**config.mk**
```make
export PLATFORM = sky130hd
export DESIGN_NAME = csrbrg
export DESIGN_NICKNAME = d
export VERILOG_FILES = /design/src/rtl/csrbrg_pkg.sv /design/src/rtl/csrbrg.sv
export SDC_FILE = /design/constraint.sdc
export NUM_CORES = 1
export LEC_CHECK = 0
export ABC_AREA = 1
export CORE_UTILIZATION = 36
export CTS_CLUSTER_DIAMETER = 50
export DETAILED_ROUTE_END_ITERATION = 7
export PLACE_DENSITY = 0.75
export SLEW_MARGIN = 20
export SYNTH_ARGS = -nofsm -noshare
export SYNTH_HDL_FRONTEND = slang
export SYNTH_SLANG_ARGS = --single-unit
```
**constraint.sdc**
```tcl
create_clock -name sys_clk -period 1.3 [get_ports sys_clk]
set_input_delay 0.26 -clock sys_clk [delete_from_list [all_inputs] [get_ports sys_clk]]
set_output_delay 0.26 -clock sys_clk [all_outputs]
set_load 0.01 [all_outputs]
```
**src/rtl/csrbrg_pkg.sv**
```systemverilog
// Shared definitions for the Wishbone-to-CSR bridge: FSM state encoding and
// the default CSR word-address width.
package csrbrg_pkg;

    localparam int CSR_AW_DEFAULT = 14;

    typedef enum logic [2:0] {
        S_IDLE       = 3'd0,
        S_WRITE      = 3'd1,
        S_READ_WAIT  = 3'd2,
        S_READ_LATCH = 3'd3,
        S_ACK        = 3'd4
    } state_t;

endpackage

```
**src/rtl/csrbrg.sv**
```systemverilog
// Wishbone classic slave to synchronous CSR bus bridge, one transfer in flight.
// Define CSRBRG_RDLATCH_EN to register csr_di before wb_dat_o (read latency 4).
module csrbrg
    import csrbrg_pkg::*;
#(
    parameter int CSR_AW = CSR_AW_DEFAULT
) (
    input  logic              sys_clk,
    input  logic              sys_rst,
    input  logic [31:0]       wb_adr_i,
    input  logic [31:0]       wb_dat_i,
    output logic [31:0]       wb_dat_o,
    input  logic [3:0]        wb_sel_i,
    input  logic              wb_cyc_i,
    input  logic              wb_stb_i,
    input  logic              wb_we_i,
    output logic              wb_ack_o,
    output logic [CSR_AW-1:0] csr_a,
    output logic              csr_we,
    output logic [31:0]       csr_do,
    input  logic [31:0]       csr_di
);

    state_t state_q, state_d;
    logic   rd_phase_q;   // 0: slaves registering csr_a, 1: csr_di valid
    logic   req;
    logic   load_req;
    logic   ack_d;
    logic   rd_capture;
    logic   dat_load;

    // Byte selects and out-of-window address bits play no part in a CSR transfer.
    logic unused_inputs;
    assign unused_inputs = &{1'b0, wb_sel_i, wb_adr_i[31:CSR_AW+2], wb_adr_i[1:0]};

    assign req = wb_cyc_i & wb_stb_i;

    // NOTE: sequential state uses non-blocking assignments so every flop samples
    // pre-edge values regardless of process ordering.
    always_ff @(posedge sys_clk or negedge sys_rst) begin
        if (!sys_rst) begin
            state_q <= S_IDLE;
        end else begin
            state_q <= state_d;
        end
    end

    // NOTE: every combinational output is given a default first so no path
    // through the block leaves it unassigned and infers a latch.
    always_comb begin
        state_d = state_q;
        unique case (state_q)
            S_IDLE:       if (req) state_d = wb_we_i ? S_WRITE : S_READ_WAIT;
            S_WRITE:      state_d = S_ACK;
`ifdef CSRBRG_RDLATCH_EN
            S_READ_WAIT:  if (rd_phase_q) state_d = S_READ_LATCH;
            S_READ_LATCH: state_d = S_ACK;
`else
            S_READ_WAIT:  if (rd_phase_q) state_d = S_ACK;
`endif
            S_ACK:        state_d = S_IDLE;
            default:      state_d = S_IDLE;
        endcase
        // Master gave up before the acknowledge: drop the transfer silently.
        if (state_q != S_IDLE && state_q != S_ACK && !wb_cyc_i) begin
            state_d = S_IDLE;
        end
    end

    always_comb begin
        load_req   = (state_q == S_IDLE) && req;
        ack_d      = (state_d == S_ACK);
        rd_capture = (state_q == S_READ_WAIT) && rd_phase_q && (state_d != S_IDLE);
`ifdef CSRBRG_RDLATCH_EN
        dat_load   = (state_q == S_READ_LATCH) && (state_d == S_ACK);
`else
        dat_load   = rd_capture;
`endif
    end

`ifdef CSRBRG_RDLATCH_EN
    logic [31:0] rd_hold_q;

    // Cuts the csr_di OR-tree off the path into the Wishbone read mux.
    always_ff @(posedge sys_clk or negedge sys_rst) begin
        if (!sys_rst) begin
            rd_hold_q <= '0;
        end else if (rd_capture) begin
            rd_hold_q <= csr_di;
        end
    end
`endif

    always_ff @(posedge sys_clk or negedge sys_rst) begin
        if (!sys_rst) begin
            csr_a      <= '0;
            csr_do     <= '0;
            csr_we     <= 1'b0;
            wb_ack_o   <= 1'b0;
            wb_dat_o   <= '0;
            rd_phase_q <= 1'b0;
        end else begin
            csr_we     <= load_req & wb_we_i;
            wb_ack_o   <= ack_d;
            rd_phase_q <= (state_q == S_READ_WAIT) && !rd_phase_q &&
                          (state_d == S_READ_WAIT);
            if (load_req) begin
                csr_a  <= wb_adr_i[CSR_AW+1:2];
                csr_do <= wb_dat_i;
            end
            if (dat_load) begin
`ifdef CSRBRG_RDLATCH_EN
                wb_dat_o <= rd_hold_q;
`else
                wb_dat_o <= csr_di;
`endif
            end
        end
    end

endmodule

```
==> qor.txt <==
OUTCOME
----------------------------------------------------------------------------------------------------
Outcome ...............................................................................    completed

FLOORPLANNING
----------------------------------------------------------------------------------------------------
Initial core utilization ..............................................................        37.6%
Area of the core region ...............................................................    9910 um^2
Die area ..............................................................................   10800 um^2
Number of top-level pins ..............................................................          185
Die outline height ....................................................................       104 um
Die Width .............................................................................       104 um
Placement Rows ........................................................................           36

CLOCK TREE
----------------------------------------------------------------------------------------------------
Root buffer selected by CTS ........................................................... sky130_fd_sc_hd__clkbuf_8
Sink count of the clock tree ..........................................................           84
Later-pin clock latency in the skew report ............................................       330 ps
Total CTS buffers .....................................................................            9
H-Tree Level Count ....................................................................            3
Clock-pin slew reported for the worst setup and hold paths after clock tree synthesis .        80 ps
Buffer levels on the longest clock path ...............................................            2
TritonCTS clock tree ..................................................................         done

GLOBAL ROUTING
----------------------------------------------------------------------------------------------------
Overflow left after global routing ....................................................            0
Global-route wire length before repair ................................................     14900 um
Antenna violations before repair ......................................................            0
All-layer global routing usage ........................................................        17.2%
Maximum number of pins on one net before global-route repair ..........................           56
Via count of the first global-routing pass ............................................         3143

STA
----------------------------------------------------------------------------------------------------
Top achievable clock speed ............................................................      795 MHz
Actual slew at the worst max-slew pin .................................................       297 ps
Total of endpoints with negative setup slack in the final report ......................            0
Minimum clock period ..................................................................      1260 ps
Setup repair after global routing missed its margin ...................................          yes
Largest clock skew in the final design ................................................      6.60 ps
Setup slack after layout ..............................................................      42.5 ps
Relative slew slack ...................................................................        80.2%
Fin. Hold Viols .......................................................................            0
Final period util .....................................................................        96.7%
Max-slew violation count ..............................................................            0

LOGIC SYNTHESIS
----------------------------------------------------------------------------------------------------
Number of warnings reported in the yosys synthesis log ................................            0
Top cells by area in the synthesized netlist .......................................... sky130_fd_sc_hd__dfrtp_1, sky130_fd_sc_hd__inv_1, sky130_fd_sc_hd__nand2_1
Post-synthesis net count ..............................................................          503
Number of register bits inferred by synthesis .........................................           84
Yosys cell types ......................................................................           22
Yosys top cell by area ................................................................ sky130_fd_sc_hd__dfrtp_1
Gate count after technology mapping ...................................................          398
Portion of synthesized cell area occupied by the leading cell type ....................        56.5%
Mean area per synthesized cell ........................................................    9.36 um^2
Netlist area before placement .........................................................    3720 um^2
Part of the Yosys area used for sequential elements ...................................        56.5%

CRITICAL PATH
----------------------------------------------------------------------------------------------------
Critical-path top delay cell .......................................................... sky130_fd_sc_hd__dfrtp_1
Worst path cell trace ................................................................. dlygate4sd2_1
Worst Path Buf+Inv ....................................................................            1
Largest delay share family, worst path ................................................   flip-flops
Worst setup SP type ...................................................................     register
Type of the worst setup path .......................................................... register to output port
Longest individual stage delay on the worst path ......................................       380 ps
Biggest fanout along the worst timing path ............................................            2
Type of destination of the critical path ..............................................  output port
Required time of the critical path ....................................................      1040 ps
CP arrival ............................................................................      1000 ps

PWR
----------------------------------------------------------------------------------------------------
Worst vdd rail ir drop ................................................................   0.000961 V
Sum of internal, switching and leakage power ..........................................     0.0120 W
Power per Cell Area ................................................................... 2060 nW/um^2
Leakage power total ...................................................................      2.89 nW

ROUTING
----------------------------------------------------------------------------------------------------
Top layer reached by signal wires .....................................................         met4
Post-Route M1 WL ......................................................................      3810 um
DRT antenna net count .................................................................            0
Met2 Wirelength .......................................................................      4300 um
Total wire length after detailed routing ..............................................      8960 um
Wirelength per Cell ...................................................................      12.6 um
Routed vias/inst ......................................................................         4.39
Via total after detailed routing ......................................................         3131
TritonRoute pass-1 iters ..............................................................            4
DRC violations left ...................................................................            0
Met3 routed wirelength ................................................................       744 um
Number of DRC violations after detailed-routing iteration 0 ...........................          114

FINISH
----------------------------------------------------------------------------------------------------
Diode insertion count for antenna repair ..............................................            0
Net count of the finished layout ......................................................          681
Fraction of final layout cells with drive strength greater than 1 .....................        12.6%
Final Instance Count excl. Fillers ....................................................          713
Synthesis-to-layout area growth .......................................................        56.2%

PLACED DESIGN
----------------------------------------------------------------------------------------------------
GP Congestion .........................................................................        0.810
Worst-case setup slack after placement ................................................      -263 ps
Detailed Place HPWL ...................................................................      6340 um
Input/output buffers ..................................................................          162
Post-placement cell count .............................................................          686

HOLD PATH
----------------------------------------------------------------------------------------------------
Hold Path Class ....................................................................... input port to register

RUN
----------------------------------------------------------------------------------------------------
Number of maximum-capacitance violations ..............................................            0

[layout by cell type, fill, tap and decap left out, types with 2 or more instances in the layout]
cell type / n
sky130_fd_sc_hd__dfrtp_1: 81
sky130_fd_sc_hd__clkbuf_1: 2
sky130_fd_sc_hd__o21ai_2: 10
sky130_fd_sc_hd__buf_12: 8
sky130_fd_sc_hd__clkinv_2: 2
sky130_fd_sc_hd__o21ai_1: 32
sky130_fd_sc_hd__nand3_2: 10
sky130_fd_sc_hd__dlygate4sd2_1: 15
sky130_fd_sc_hd__nor2_1: 6
sky130_fd_sc_hd__clkdlybuf4s15_1: 64
sky130_fd_sc_hd__buf_4: 19
sky130_fd_sc_hd__nand3_1: 23
sky130_fd_sc_hd__dfrtp_2: 3
sky130_fd_sc_hd__nand3_4: 2
sky130_fd_sc_hd__nor2_4: 3
sky130_fd_sc_hd__clkdlybuf4s50_1: 80
sky130_fd_sc_hd__o21bai_1: 33
sky130_fd_sc_hd__nand2_1: 80
sky130_fd_sc_hd__inv_1: 82
sky130_fd_sc_hd__clkbuf_8: 11
sky130_fd_sc_hd__o21ai_0: 4
sky130_fd_sc_hd__a21oi_1: 2
[worst paths after layout]
kind	from	to	slack (ps)	depth (start not counted)
setup reg to reg	state_q[1]	wb_dat_o[4]	60	6
setup / recovery	wb_dat_o[30]	wb_dat_o[30]	40	1
min in group asynchronous	sys_rst	csr_a[4]	450	3
max in group asynchronous	sys_rst	state_q[2]	540	3
hold / removal	wb_cyc_i	state_q[1]	370	4
hold reg to reg	csr_do[25]	csr_do[25]	490	2
[what timing repair did]
action	CTS	global route
endpoints found under the hold margin	84	0
setup buffers	3	8
gates resized for setup	97	57
setup endpoints to repair	80	94
hold buffers	1	0
[per-layer routing]
layer  vias to the layer above  track usage, %
met3                        10            6.36
met2                       114            29.2
li1                       1579               -
met4                         0            4.90
met1                      1428            20.4
met5                         -               0
[synthesized netlist by cell type]
cell                       count
sky130_fd_sc_hd__o21ai_1      31
sky130_fd_sc_hd__o21ai_0       5
sky130_fd_sc_hd__o21ai_2      10
sky130_fd_sc_hd__dfrtp_1      84
sky130_fd_sc_hd__buf_4         4
sky130_fd_sc_hd__nand2_1      80
sky130_fd_sc_hd__inv_1        82
sky130_fd_sc_hd__nor2_2        3
sky130_fd_sc_hd__nand2_2       1
sky130_fd_sc_hd__nand3_2      11
sky130_fd_sc_hd__nor2_1        6
sky130_fd_sc_hd__nor2_4        1
sky130_fd_sc_hd__buf_2         4
sky130_fd_sc_hd__clkbuf_2      1
sky130_fd_sc_hd__a21oi_1       3
sky130_fd_sc_hd__o21bai_1     33
sky130_fd_sc_hd__nand3_1      23
sky130_fd_sc_hd__o22ai_1       1
sky130_fd_sc_hd__nand3_4       1
sky130_fd_sc_hd__buf_6         9
sky130_fd_sc_hd__inv_2         1
sky130_fd_sc_hd__clkbuf_1      4
[cell type report]
class                           count  area, um^2
Clock inverter                      2        10.0
Fill cell                         873        4090
Sequential cell                    84        2110
Multi-Input combinational cell    209        1160
Clock buffer                       13         159
Timing Repair Buffer              189        1900
Tap cell                          133         166
Inverter                           83         312
[power by group]
part	total, W	switching (W)	internal [W]
Combinational	0.00572	0.00271	0.00301
Clock	0.00163	0.000846	0.000785
Sequential	0.00463	0.000735	0.00390
Total	0.0120	0.00429	0.00769
[through the flow]
step	TNS [ps]	cell area, um^2	hold slack, ps	utilization (%)
floorplan	0	3720	-35.6	-
global placement	-15060	5560	245	56.1
detailed placement	-18010	5560	245	56.1
CTS	0	5680	421	57.3
global route	-344	5820	415	58.7
finish	0	5820	369	58.7
[kinds of logic after synthesis]
logic type / share of synthesized area (%)
flip-flops: 56.5
buffers and inverters: 13.0
AO/OA/AOI/OAI: 14.4
AND/OR/NAND/NOR: 16.2
[registers in the layout, indices dropped and copies added (netlist names)]
| register | flops |
|---|---|
| csr_do | 32 |
| wb_dat_o | 32 |
| csr_a | 14 |
| state_q | 3 |
| csr_we | 1 |
| rd_phase_q | 1 |
| wb_ack_o | 1 |
(Power assumes the default switching activity.)
==> RTL change 1, RTL diff (config.mk and constraints unchanged) <==
Build with the macro `CSRBRG_RDLATCH_EN` defined.
--- a/src/rtl/csrbrg.sv
+++ b/src/rtl/csrbrg.sv
@@ -1,5 +1,7 @@
 // Wishbone classic slave to synchronous CSR bus bridge, one transfer in flight.
 // Define CSRBRG_RDLATCH_EN to register csr_di before wb_dat_o (read latency 4).
+`define CSRBRG_RDLATCH_EN
+
 module csrbrg
     import csrbrg_pkg::*;
 #(
Check against the original RTL: not equivalent (a bounded check fails within 4 cycles, from zero or initial values and one cycle with sys_rst low).
==> RTL change 1 against the unedited design <==
The run now ends with setup timing left. Routed wire length up 42%. First-iteration DRC count rose by 57%. Power grew 48%. Setup slack lost 300 ps. Synthesized area up 23%. Combinational power is 6.3% higher. Final area increased by 25%. Sequential cell count is 32 higher. Critical endpoint is now csr_do[22]. Highest routed layer unchanged.
==> RTL change 1: results (changes against the unedited design) <==
num-nets-final: 742  # +9.0%
violations_in_the_final_reports: "setup timing"
synth_area_leaders: "sky130_fd_sc_hd__dfrtp_1 (63%), sky130_fd_sc_hd__nand2_1 (17%), sky130_fd_sc_hd__mux2_4 (9.8%), sky130_fd_sc_hd__nand3_1 (3.8%), sky130_fd_sc_hd__buf_6 (1.5%)"
syn-num-nets: 541  # +7.6%
clock_insertion_delay_worst_skew_ps: 400  # +70 ps
max_stage_delay_ps: 420  # +40 ps
peak_fanout_along_the_critical_path: 6  # +4
htreeDepth: 4  # +1
leakage_nw: 3.93  # +36%
finalSetupViolCount: 110  # +110
p_per_area_nw_per_um2: 2440  # +18%
synthDistinctLibCells: 17  # -23%
synth-seq-area-share_pct: 63.4  # +7.0 points
highest-signal-layer: "met4"
met2_length_um: 6110  # +42%
globalRouteMet3Util_pct: 4.06  # -2.3 points
worst-endpoint-arrival_ps: 1890  # +890 ps
adder_and_majority_cell_fraction_of_the_synthesized_area_pct: 0  # unchanged
worst_path_dominant_cell_family: "buffers and inverters"
r2r.worst_path.cells: 9  # +3
place_hpwl_um: 7750  # +22%
synth_compound_gate_area_share_pct: 0.219  # -14 points
p_seq_share_pct: 36.0  # -2.7 points
grt_util_met1_pct: 25.7  # +5.4 points
cts.clk_slew.worst_paths_ps: 50  # -30 ps
power.ir.vdd_worst_uv: 1000  # +4.4%
totalNegativeSetupSlack_ps: -18870  # -18870 ps
setup_ws_ps: -259  # -301 ps
vias_in_the_first_global_route: 3969  # +26%
drive_above_1_share_pct: 29.5  # +17 points
routedLengthMet1_um: 5560  # +46%
synth_top_cells_by_count: "sky130_fd_sc_hd__nand2_1 (211), sky130_fd_sc_hd__dfrtp_1 (116), sky130_fd_sc_hd__nand3_1 (35)"
ys_warn_count: 0  # unchanged
largest_registers: "csr_do (32), rd_hold_q (32), wb_dat_o (32)"
met3WireLength_um: 719  # -3.4%
clk_root_buffer_cell: "sky130_fd_sc_hd__clkbuf_16"
worst_r2r_endpoint: "csr_do[22]"
crit-reg2reg-launch: "state_q[2]"
fin_hold_ws_ps: 292  # -77.1 ps
type_of_the_most_critical_hold_path: "in2async"
netSwitchingPower_mw: 5.61  # +31%
outcome: "finished, violations left"
antenna_cells_inserted: 0  # unchanged
pin_count_of_the_biggest_net_entering_global_routing: 42  # -25%
met2_usage_pct: 33.0  # +3.8 points
clock-skew-final_ps: 6.71  # +0.106 ps
post_synthesis_mux_area_share_pct: 10.3  # +10 points
clock_power_share_pct: 29.8  # +16 points
grt_pass1_wl_um: 19900  # +34%
post_dp_cell_area_sq_um: 6550  # +18%
routed-via-count: 3722  # +19%
detailed_route_iter0_violations: 179  # +57%
groute.usage.overall_pct: 20.1  # +2.9 points
place.gp.congestion: 0.767  # -5.3%
routedWlPerCell_um: 15.6  # +24%
max_slew_margin_pct: 81.0  # +0.84 points
cts_buffers: 17  # +8
numPortBuffers: 162  # unchanged
## RTL change 1: cell types whose count changed in the layout (fill, tap and decap cells not counted), moves of 30 or more
| cell | before | now |
|---|---|---|
| sky130_fd_sc_hd__o21bai_1 | 33 | 0 |
| sky130_fd_sc_hd__clkdlybuf4s15_1 | 64 | 10 |
| sky130_fd_sc_hd__o21ai_1 | 32 | 1 |
| sky130_fd_sc_hd__dfrtp_1 | 81 | 115 |
| sky130_fd_sc_hd__clkbuf_2 | 1 | 56 |
| sky130_fd_sc_hd__mux2_4 | 0 | 30 |
| sky130_fd_sc_hd__inv_1 | 82 | 5 |
| sky130_fd_sc_hd__nand2_1 | 80 | 205 |
## RTL change 1: cell type report
type | count | area, sq um
inverter | 10 | 37.5
sequential | 116 | 2900
clock buffer | 22 | 474
clock inverter | 10 | 200
multi-input combinational | 289 | 1560
fill | 1058 | 4920
timing repair buffer | 203 | 1910
tap | 168 | 210
## RTL change 1: worst max path at each step
stage | startpoint | endpoint | slack, ps
after global placement | wb_cyc_i | rd_hold_q[31] | -500
after global routing | state_q[2] | csr_do[22] | -310
after floorplan | state_q[2] | rd_hold_q[10] | -50
after CTS | state_q[0] | rd_hold_q[10] | -200
after detailed placement | wb_cyc_i | rd_hold_q[10] | -560
final | state_q[2] | csr_do[22] | -260
## RTL change 1: timing repair
| action | in CTS | in global routing |
|---|---|---|
| gates resized for setup | 190 | 79 |
| hold buffers | 1 | 0 |
| pin swaps | 4 | 7 |
| endpoints found under the hold margin | 14 | 0 |
| buffers inserted | 9 | 3 |
| cloned | 7 | 3 |
| setup endpoints to repair | 190 | 178 |
## RTL change 1: through the flow
step	worst slack [ps]	instances
2_1_floorplan	-46.0	436
4_1_cts	-203	814
3_3_place_gp	-496	765
6_report	-259	818
5_1_grt	-305	818
3_5_place_dp	-561	765
==> RTL change 2, RTL diff (config.mk and constraints unchanged) <==
Made on the original files. Encoding of `state_t`: now one-hot (5 bits for 5 states).
--- a/src/rtl/csrbrg_pkg.sv
+++ b/src/rtl/csrbrg_pkg.sv
@@ -4,12 +4,12 @@
 
     localparam int CSR_AW_DEFAULT = 14;
 
-    typedef enum logic [2:0] {
-        S_IDLE       = 3'd0,
-        S_WRITE      = 3'd1,
-        S_READ_WAIT  = 3'd2,
-        S_READ_LATCH = 3'd3,
-        S_ACK        = 3'd4
+    typedef enum logic [4:0] {
+        S_IDLE       = 5'b00001,
+        S_WRITE      = 5'b00010,
+        S_READ_WAIT  = 5'b00100,
+        S_READ_LATCH = 5'b01000,
+        S_ACK        = 5'b10000
     } state_t;
 
 endpackage
Check against the original RTL: same outputs for any inputs over 10 cycles, from zero or initial values and one cycle with sys_rst low; not proved beyond that.
==> RTL change 2 against the unedited design <==
The run now ends with setup timing left. Sequential cell count grew 2. Synthesized cell count is 4.3% lower. Cell count rose by 1.4%. Synthesized area is 5.3% lower. Die area shrank 5.2%. Routed wire length increased by 21%. Setup slack got worse by 290 ps. Global-route usage grew 4.2 points. Final area rose by 5.9%.
Power is not compared: it rests on default switching activity, and its combinational part moved more than twofold at a synthesized area within 25%.
==> RTL change 2: results (changes against the unedited design) <==
worst-endpoint-arrival_ps: 1790  # +790 ps
place.gp.congestion: 0.798  # -1.5%
fill_cells: 790  # -9.5%
synth_top_cells_by_count: "sky130_fd_sc_hd__nand2_1 (206), sky130_fd_sc_hd__dfrtp_1 (85), sky130_fd_sc_hd__nand3_1 (34)"
setup.worst_path.class: "reg2reg"
worstSetupStartpoint: "state_q[0]"
r2r.worst_path.cells: 9  # +3
grt_pass1_wl_um: 16700  # +12%
synth-seq-area-share_pct: 61.1  # +4.6 points
setup_ws_ps: -246  # -289 ps
drt-total-wl_um: 10800  # +21%
nMultiInputCombCells: 262  # +25%
routed-via-count: 3364  # +7.4%
type_of_the_most_critical_hold_path: "in2async"
outcome: "finished, violations left"
final.signal_buffer_count: 216  # +14%
clock-skew-final_ps: 13.7  # +7.15 ps
cts.clk_slew.worst_paths_ps: 100  # +20 ps
fraction_of_area_in_multi_input_gates_pct: 20.5  # +0.52 points
synth_compound_gate_area_share_pct: 0.284  # -14 points
quantity_of_gates_resized_following_cts: 166  # +71%
met2_length_um: 5430  # +26%
worst_r2r_endpoint: "csr_do[5]"
grt_util_met1_pct: 25.2  # +4.9 points
clock_insertion_delay_worst_skew_ps: 350  # +20 ps
groute.usage.overall_pct: 21.4  # +4.2 points
peak_fanout_along_the_critical_path: 11  # +9
drive_above_1_share_pct: 21.0  # +8.5 points
area_share_clock_buf_inv_pct: 3.62  # +0.71 points
routedLengthMet1_um: 4280  # +12%
non_clock_buffer_area_share_pct: 37.3  # +4.6 points
syn_inst: 381  # -4.3%
post_dp_cell_area_sq_um: 5410  # -2.7%
violations_in_the_final_reports: "setup timing"
met3WireLength_um: 951  # +28%
met2_usage_pct: 36.7  # +7.5 points
globalRouteMet3Util_pct: 6.17  # -0.18 points
finalSetupViolCount: 85  # +85
max_stage_delay_ps: 540  # +160 ps
library_cell_contributing_the_largest_single_delay_on_the_critical_path: "sky130_fd_sc_hd__dfstp_2"
synth_area_leaders: "sky130_fd_sc_hd__dfrtp_1 (60%), sky130_fd_sc_hd__nand2_1 (22%), sky130_fd_sc_hd__nand3_1 (4.8%), sky130_fd_sc_hd__buf_6 (4.2%), sky130_fd_sc_hd__nand3_4 (1.5%)"
detailed_route_iter0_violations: 107  # -6.1%
num-nets-final: 694  # +1.9%
[RTL change 2: cell types whose count changed after synthesis, moves of 4 or more]
cell                       before  now
sky130_fd_sc_hd__buf_6          9   13
sky130_fd_sc_hd__inv_1         82   12
sky130_fd_sc_hd__nand2_1       80  206
sky130_fd_sc_hd__nand3_1       23   34
sky130_fd_sc_hd__nand3_2       11    1
sky130_fd_sc_hd__o21ai_0        5    1
sky130_fd_sc_hd__o21ai_1       31    1
sky130_fd_sc_hd__o21ai_2       10    0
sky130_fd_sc_hd__o21bai_1      33    0
[RTL change 2: through the flow]
stage | setup TNS [ps] | setup slack (ps) | hold WS, ps | power [mW]
floorplan | -9440 | -140 | -35.6 | 3.80
global placement | -21680 | -406 | 191 | 4.88
detailed placement | -24580 | -463 | 188 | 4.92
CTS | -19680 | -277 | 362 | 7.06
global route | -23810 | -333 | 378 | 7.43
finish | -17000 | -246 | 359 | 7.09
